File: config.mk
export PLATFORM = sky130hd
export DESIGN_NAME = ft_addr_fifo
export DESIGN_NICKNAME = d
export VERILOG_FILES = /design/src/rtl/ft_addr_fifo.sv
export SDC_FILE = /design/constraint.sdc
export NUM_CORES = 1
export LEC_CHECK = 0
export CAP_MARGIN = 5
export CORE_MARGIN = 5
export CORE_UTILIZATION = 33
export CTS_CLUSTER_DIAMETER = 50
export DETAILED_ROUTE_END_ITERATION = 8
export GPL_TIMING_DRIVEN = 0
export PLACE_DENSITY = 0.54
export SLEW_MARGIN = 20
export SYNTH_ARGS = -nofsm -noshare
export SYNTH_HDL_FRONTEND = slang
export SYNTH_SLANG_ARGS = --single-unit
File: constraint.sdc
create_clock -name clk_i -period 5.7 [get_ports clk_i]
set_clock_uncertainty 0.2 [all_clocks]
set_input_delay 1.14 -clock clk_i [delete_from_list [all_inputs] [get_ports clk_i]]
set_output_delay 1.14 -clock clk_i [all_outputs]
set_load 0.01 [all_outputs]
File: src/rtl/ft_addr_fifo.sv
`default_nettype none
// ============================================================================
// Module   : ft_addr_fifo
// Purpose  : Small synchronous FIFO of fetch addresses, ADDR_W x DEPTH.
//            Head data is presented combinationally for comparison.
// Ports    : clk_i    - clock
//            rst_ni   - asynchronous active-low reset
//            push_i   - write data_i (ignored when full unless popping too)
//            pop_i    - discard head entry (ignored when empty)
//            flush_i  - empty the FIFO; takes priority over push/pop
//            data_i   - address to write
//            full_o   - FIFO holds DEPTH entries
//            empty_o  - FIFO holds no entries
//            head_o   - oldest entry (undefined content when empty)
// Revision : 1.0 - initial release
// ============================================================================
module ft_addr_fifo #(
    parameter int ADDR_W = 32,
    parameter int DEPTH  = 4
) (
    input  logic              clk_i,
    input  logic              rst_ni,
    input  logic              push_i,
    input  logic              pop_i,
    input  logic              flush_i,
    input  logic [ADDR_W-1:0] data_i,
    output logic              full_o,
    output logic              empty_o,
    output logic [ADDR_W-1:0] head_o
);

    localparam int PTR_W = (DEPTH > 1) ? $clog2(DEPTH) : 1;
    localparam int CNT_W = PTR_W + 1;

    logic [ADDR_W-1:0] mem_q [DEPTH];
    logic [ADDR_W-1:0] mem_d [DEPTH];
    logic [PTR_W-1:0]  wr_ptr_q, wr_ptr_d;
    logic [PTR_W-1:0]  rd_ptr_q, rd_ptr_d;
    logic [CNT_W-1:0]  count_q,  count_d;

    logic do_push;
    logic do_pop;

    assign full_o  = (count_q == CNT_W'(DEPTH));
    assign empty_o = (count_q == '0);
    assign head_o  = mem_q[rd_ptr_q];

    // A push into a full FIFO is only accepted when the head leaves at the
    // same edge; the write then lands in the slot being vacated.
    assign do_push = push_i && (!full_o || pop_i);
    assign do_pop  = pop_i && !empty_o;

    always_comb begin
        mem_d    = mem_q;
        wr_ptr_d = wr_ptr_q;
        rd_ptr_d = rd_ptr_q;
        count_d  = count_q;
        if (flush_i) begin
            wr_ptr_d = '0;
            rd_ptr_d = '0;
            count_d  = '0;
        end else begin
            if (do_push) begin
                mem_d[wr_ptr_q] = data_i;
                wr_ptr_d        = wr_ptr_q + 1'b1;
            end
            if (do_pop) begin
                rd_ptr_d = rd_ptr_q + 1'b1;
            end
            if (do_push && !do_pop) begin
                count_d = count_q + 1'b1;
            end else if (!do_push && do_pop) begin
                count_d = count_q - 1'b1;
            end
        end
    end

    always_ff @(posedge clk_i or negedge rst_ni) begin
        if (!rst_ni) begin
            for (int i = 0; i < DEPTH; i++) begin
                mem_q[i] <= '0;
            end
            wr_ptr_q <= '0;
            rd_ptr_q <= '0;
            count_q  <= '0;
        end else begin
            mem_q    <= mem_d;
            wr_ptr_q <= wr_ptr_d;
            rd_ptr_q <= rd_ptr_d;
            count_q  <= count_d;
        end
    end

endmodule : ft_addr_fifo
`default_nettype wire

* After elaboration in Yosys (flattened, before gate mapping) *
Index checks and enable logic that the tools add are counted.

storage, ports and cells
  bits of input ports = 37
  flip-flop bits (word level) = 135

operators by class
  $lt $le $gt $ge = 3
  add/subtract/negate cells = 4
  reductions and logical operators = 15
  bitwise logic cells = 3
  multiplexer cells = 13
  equality and inequality tests = 1

operators by type and width
  kind                                                                          count
  128-bit bitwise mux                                                           1
  32-bit two-way mux                                                            3
  32-bit binary-select mux with 2-bit select                                    1
  32-bit demux with 2-bit select                                                1
  3-bit two-way mux                                                             3
  2-bit two-way mux                                                             4
  3-bit greater-or-equal comparator, second input constant                      2
  2-bit NOT with 3-bit output                                                   2
  1-bit logical AND                                                             5
  2-bit by 1-bit adder with 2-bit output, second input constant                 2
  1-bit zero test                                                               4
  2-bit nonzero test                                                            2
  3-bit by 1-bit adder with 3-bit output, second input constant                 1
  3-bit == test, second input constant                                          1
  3-bit zero test                                                               1
  3-bit by 1-bit less-than comparator with 1-bit output, second input constant  1
  3-bit nonzero test                                                            1
  3-bit by 1-bit subtractor with 3-bit output, second input constant            1
  2-bit AND reduction                                                           1
  1-bit logical OR                                                              1
  1-bit NOT                                                                     1

* Logic depth before layout (Yosys ltp) *
Gate-level depths: netlist (run 1).

  depth in word-level cells = 9
  mapped depth = 8
  gate-level depth less buffers = 7

* Worst setup path after synthesis (run 1) *
No wires, ideal clock.

  path type = register to output
  from = register rd_ptr_q[0]
  to = output head_o[0]
  path slack = 3004 ps
  cell stages (with the launch flop) = 4
  data required time = 4360 ps
  arrival = 1356 ps
  path buffers = 2
  path through = dfrtp_1 -> buf_2 -> buf_2 -> mux4_2

on the way
  cells in the longest elaborated chain, start to end = 4

ends and longest elaborated chain
  item                                                   RTL line  text
  from (decl)                                            38        logic [PTR_W-1:0] rd_ptr_q, rd_ptr_d;
  from (signal assigned)                                 89        rd_ptr_q <= rd_ptr_d;
  2-bit NOT with 3-bit output (implied by the code)      46        assign head_o = mem_q[rd_ptr_q];
  32-bit binary-select mux with 2-bit select             46
  32-bit two-way mux (implied by the code) (2 in a row)  46
  to (decl)                                              29        output logic [ADDR_W-1:0] head_o

Every way passes these cells. The select of a mux whose other input is x is not followed.

* Final worst setup path (run 1) *
  from = register rd_ptr_q[1]
  to = output head_o[14]

Same word-level chain as after synthesis.

==> results of run 1 <==
[kinds of logic after synthesis]
| kind of cell | Yosys count | synth area share |
|---|---|---|
| xor+xnor | 3 | 0.00406 |
| fa+ha+maj | 5 | 0.0108 |
| flops | 135 | 0.523 |
| compound gates | 7 | 0.00774 |
| buf+inv | 33 | 0.0325 |
| simple gates | 28 | 0.0273 |
| mux | 165 | 0.395 |
[final timing paths]
kind | startpoint | end | slack (ns) | depth (start not counted)
setup / recovery | rd_ptr_q[1] | head_o[14] | 1.76 | 4
hold / removal | mem_q[37] | mem_q[37] | 0.30 | 1
setup reg to reg | wr_ptr_q[0] | mem_q[57] | 3.55 | 6
hold reg to reg | mem_q[37] | mem_q[37] | 0.30 | 1
max in group asynchronous | rst_ni | mem_q[79] | 4.12 | 2
min in group asynchronous | rst_ni | mem_q[124] | 0.47 | 1
[registers in the layout, summed over array words and instances, names as in the netlist]
name,count
mem_q,128
count_q,3
rd_ptr_q,2
wr_ptr_q,2
[per-stage QoR]
| stage | std cells | hold slack [ns] |
|---|---|---|
| floorplan | 376 | 0.252 |
| CTS | 743 | 0.297 |
| detailed placement | 711 | 0.284 |
| global route | 743 | 0.306 |
| finish | 743 | 0.295 |
| global placement | 710 | 0.263 |
[critical path, delay by kind of cell, from the launching register on]
| kind | cells | cell delay [ns] |
|---|---|---|
| buffers and inverters | 3 | 1.43 |
| muxes | 1 | 0.45 |
| DFF | 1 | 0.31 |
[final cells by class]
| cell class | count | area [sq um] |
|---|---|---|
| clock inverters | 7 | 116 |
| clock buffers | 25 | 495 |
| inverters | 4 | 15.0 |
| flip-flops and latches | 135 | 3380 |
| multi-input cells | 208 | 2880 |
| well taps | 265 | 332 |
| plain buffers | 29 | 195 |
| repair buffers | 70 | 723 |
| fillers | 1830 | 11300 |
[cell usage after synthesis]
cell	instances
a221oi_1	1
dfrtp_1	135
mux2_2	39
nor4b_1	1
o311ai_0	1
clkbuf_1	5
mux2_1	2
mux2_4	90
a31oi_1	2
mux2i_1	2
o31ai_1	1
or3_1	1
o21a_1	1
fa_1	1
buf_2	15
nor3_2	1
nor2b_1	2
xnor2_1	1
nor4b_4	1
mux4_2	32
nand2_1	2
nor4bb_1	3
xor2_1	2
nand2b_1	4
buf_6	9
nor2_1	11
inv_1	4
and2_1	1
ha_1	4
o21ai_0	1
nor3_1	1
[power breakdown]
group	switching [mW]	leakage (nW)	internal, mW
sequential	0.202	1.69	1.35
clock	0.397	0.297	0.735
combinational	0.543	1.52	1.05
[layer usage]
layer  vias up  wire length [um]
li1       1554                 -
met1      1804              6670
met2        60              6420
met3        13               507
met4         0               144
met5         -                 0
==> out/metrics.cfg, run 1 <==
[floorplan]
dieWidth_um = 150
initial_utilization = 0.333
die_height_um = 150
placementRows = 51
placeable_core_region_sq_mm = 0.0194
top_level_ports = 71
die_area_sq_mm = 0.0225

[sta]
max_slew_margin = 0.468
timing.final.crit_period_ns = 3.94
setup_tns_ns = 0
final_max_slew_viol_count = 0
report.final.setup_viol = 0
worstMarginPinSlew_ns = 0.798
hold_violations_final = 0
achievable-frequency_mhz = 254
timing.final.crit_share = 0.691
grt_setup_unrepaired = false
layout_setup_ws_ns = 1.76

[grt]
grtUsageMet3 = 0.0385
global_route_wire_length_before_repair_um = 22600
grt_remaining_overflow = 0
met1_track_demand_over_resource_in_global_routing = 0.183
grt-busiest-layer = met2
first_global_vias = 3959
antenna_violations_before_repair = 0
met2_routing_resource_usage_after_global_routing = 0.203
grt_start_max_net_pins = 74
grt_util_all_layers = 0.132

[cells_and_area]
mostFrequentLayoutCell = dfrtp_1
n_antenna_cell = 0
synthToLayoutAreaGrowth_pct = 25.8
mostFrequentLayoutCells = 135 x dfrtp_1, 90 x mux2_4, 68 x clkdlybuf4s50_1, 39 x mux2_2, 32 x mux4_2
utilization = 0.419
final_area_sq_mm = 0.00813
fin_nets = 507
drive_above_1_share = 0.454

[run]
drv_cap = 0

[power]
max-vdd-ir-drop_uv = 211
power.density_mw_per_mm2 = 527
power.leakage_nw = 3.51
report.power.total_mw = 4.28

[routing]
wl_per_cell_um = 18.5
post_drt_via_cell_ratio = 4.62
route.detailed.drc = 0
drt_first_pass_iters = 4
num_vias = 3431
finalWirelength_um = 13700
ant_nets = 0
initial_drc_count = 113

[clock_network]
number_of_sinks_on_the_clock_net = 135
cts_tree = built
number_of_buffers_inserted_to_repair_setup_after_cts = 0
worst_setup_hold_path_clk_slew_ns = 0.05
clk_path_buf_depth = 2
ctsResizeCount = 0
clock_root_buffer = clkbuf_16
htreeDepth = 4
worstSkewPairLatency_ns = 0.41
hold_buffers = 0
cts_buffers = 17

[synth]
postSynthRegisterBits = 135
ys_warn_count = 0
synth_cells = 376
syn-num-nets = 418
synth.top_cell.area_share = 0.523
yosys.area.top_type = dfrtp_1
yosysUniqueCellTypes = 31
synth.area.top_cells = dfrtp_1 52%, mux2_4 21%, mux4_2 11%, mux2_2 6.8%, buf_6 1.6%
post_synth.cell_area_avg_sq_um = 17.2
mappedNetlistArea_sq_mm = 0.00646
ys_seq_area_frac = 0.523

[worst_setup_path]
crit_type = reg -> out
critical_path.most_common_cell = clkbuf_1
setup.worst_path.start_class = flip-flop
critPathArrivalTime_ns = 2.60
slowest_stage = clkbuf_1
worst_ep_required_time_ns = 4.36
series_of_cell_instances_along_the_critical_path = clkbuf_1 -> clkbuf_1 -> mux4_2 -> clkdlybuf4s50_1
critPathCaptureType = output pin
cp_slowest_stage_delay_ns = 0.63
critPathMaxFanout = 10

[place]
place.detailed.hpwl_um = 9060
placed_area_sq_mm = 0.00752
port_buffer_count = 69
routability_driven_placement_congestion_ratio = 0.756
dp_slack_ns = 2.11

[run_status]
outcome = finished clean

[min_path]
hold_class = reg -> reg

Power figures use the tool's default switching activity.
==> run 2: changes to the inputs <==
Settings changed: PLACE_DENSITY 0.54 to 0.56.
Clock period 5.7 ns to 3.3 ns, I/O delays scaled along.
==> run 2 against run 1 <==
Against the previous run:
- final cell count increased by 0.13%
- wire length decreased by 0.36%
- critical path depth unchanged
- global-route usage decreased by 0.19 points
- setup slack got worse by 1.7 ns
- largest cell class unchanged
==> out/metrics.cfg, run 2 (synthesized netlist as in run 1, its figures left out) <==
[routing]
finalWirelength_um = 13700
initial_drc_count = 132
route.detailed.drc = 0
ant_nets = 0
drt_first_pass_iters = 4
num_vias = 3530
post_drt_via_cell_ratio = 4.74
wl_per_cell_um = 18.4

[sta]
worstMarginPinSlew_ns = 0.539
grt_setup_unrepaired = true
hold_violations_final = 0
max_slew_margin = 0.641
timing.final.crit_period_ns = 3.20
whs_ns = 0.291
timing.final.crit_share = 0.971
final_max_slew_viol_count = 0
achievable-frequency_mhz = 312
report.final.setup_viol = 0

[clock_network]
number_of_sinks_on_the_clock_net = 135
worst_setup_hold_path_clk_slew_ns = 0.06
cts_buffers = 17
number_of_buffers_inserted_to_repair_setup_after_cts = 0
clock_root_buffer = clkbuf_16
worstSkewPairLatency_ns = 0.41
cts_tree = built
htreeDepth = 4
clk_path_buf_depth = 2

[cells_and_area]
utilization = 0.423
reg.largest.list = mem_q (128), count_q (3)
fin_nets = 508
mostFrequentLayoutCells = 135 x dfrtp_1, 90 x mux2_4, 68 x clkdlybuf4s50_1, 39 x mux2_2, 32 x mux4_2
number_of_flip_flops_in_the_largest_register = 128
n_antenna_cell = 0
mostFrequentLayoutCell = dfrtp_1
drive_above_1_share = 0.468
multiInputGateArea_sq_mm = 0.00288
regArea_sq_mm = 0.00338
fill_cells = 1791
synthToLayoutAreaGrowth_pct = 27.0
largest_register = mem_q

[power]
switching_share = 0.265
power.leakage_nw = 3.55
pwr-share-clk = 0.279
power.sequential.fraction = 0.354
power.combinational.fraction = 0.367
switching_power_mw = 2.01
internal_power_mw = 5.57
max-vdd-ir-drop_uv = 380
power.density_mw_per_mm2 = 923

[grt]
antenna_violations_before_repair = 0
first_global_vias = 3965
global_route_wire_length_before_repair_um = 22300
grt_remaining_overflow = 0
grt_util_all_layers = 0.130
grt_start_max_net_pins = 104

[floorplan]
dieWidth_um = 150
placeable_core_region_sq_mm = 0.0194
die_area_sq_mm = 0.0225
placementRows = 51
initial_utilization = 0.333
top_level_ports = 71
die_height_um = 150

[worst_setup_path]
setup_slack_of_the_most_critical_reg_to_reg_path_ns = 1.10
worst_ep_required_time_ns = 2.44
critPathCaptureType = output pin
critPathArrivalTime_ns = 2.34
setup.worst_path.start_class = flip-flop
critPathMaxFanout = 10
crit_type = reg -> out

[place]
routability_driven_placement_congestion_ratio = 0.716
port_buffer_count = 69
place.detailed.hpwl_um = 8980

[run_status]
outcome = finished clean

[run]
drv_cap = 0

[min_path]
hold_class = reg -> reg

run 2: changes by cell type in the layout (fill, tap and decap cells not counted), moves of 2 or more:
cell        before  now
clkinvlp_4       1    3
buf_4            0    2
bufinv_16        3    5
clkbuf_1         9    2
clkbuf_2         0    3
buf_2           15   12
run 2: final timing paths:
check	endpoint	depth (start not counted)	start
worst min-delay path	mem_q[62]	1	mem_q[62]
max in group asynchronous	count_q[2]	3	rst_ni
min in group asynchronous	mem_q[123]	2	rst_ni
worst max-delay path	head_o[0]	4	rd_ptr_q[1]
worst max register to register	count_q[2]	8	count_q[1]
worst min register to register	mem_q[62]	1	mem_q[62]
run 2: metal layers:
metal | global-route usage | up-vias | routed length (um)
li1 | - | 1557 | -
met3 | 0.0394 | 6 | 617
met4 | 0.0343 | 0 | 102
met1 | 0.173 | 1906 | 6260
met2 | 0.207 | 61 | 6710
met5 | 0 | - | 0
run 2: final cells by class:
class,count,area share
sequential,135,0.412
multi-input combinational,208,0.350
timing repair buffer,71,0.0893
clock buffer,20,0.0569
tap,265,0.0404
buffer,29,0.0256
clock inverter,12,0.0239
inverter,4,0.00183
run 2: stage by stage:
stage          total power [mW]  setup WS [ns]  area (sq um)  TNS [ns]  std cells
2_1_floorplan              4.46           1.08          6460         0        376
5_1_grt                    8.00        -0.0262          8210   -0.0745        744
4_1_cts                    7.70         0.0268          8200         0        744
3_5_place_dp               5.51          0.222          7520         0        711
6_report                   7.58         0.0961          8210         0        744
3_3_place_gp               5.42          -3.83          7490   -515.01        710
run 2: what timing repair did:
| item | in CTS | in global routing |
|---|---|---|
| hold buffers | 1 | 0 |
| setup endpoints to repair | 29 | 9 |
| resized for setup | 6 | 1 |
| hold endpoints to repair | 32 | 0 |
run 2: critical path: stages, from the launching register on:
cell	delay, ns
dfrtp_1	0.31
clkbuf_1	0.31
clkbuf_2	0.39
mux4_2	0.41
clkdlybuf4s50_1	0.50
run 2: power groups by stage:
stage	Clock, mW	Sequential (mW)	Combinational, mW
CTS	2.17	2.69	2.84
detailed placement	0	2.70	2.81
finish	2.11	2.68	2.78
global route	2.25	2.77	2.98
floorplan	0	2.58	1.88
global placement	0	2.66	2.75
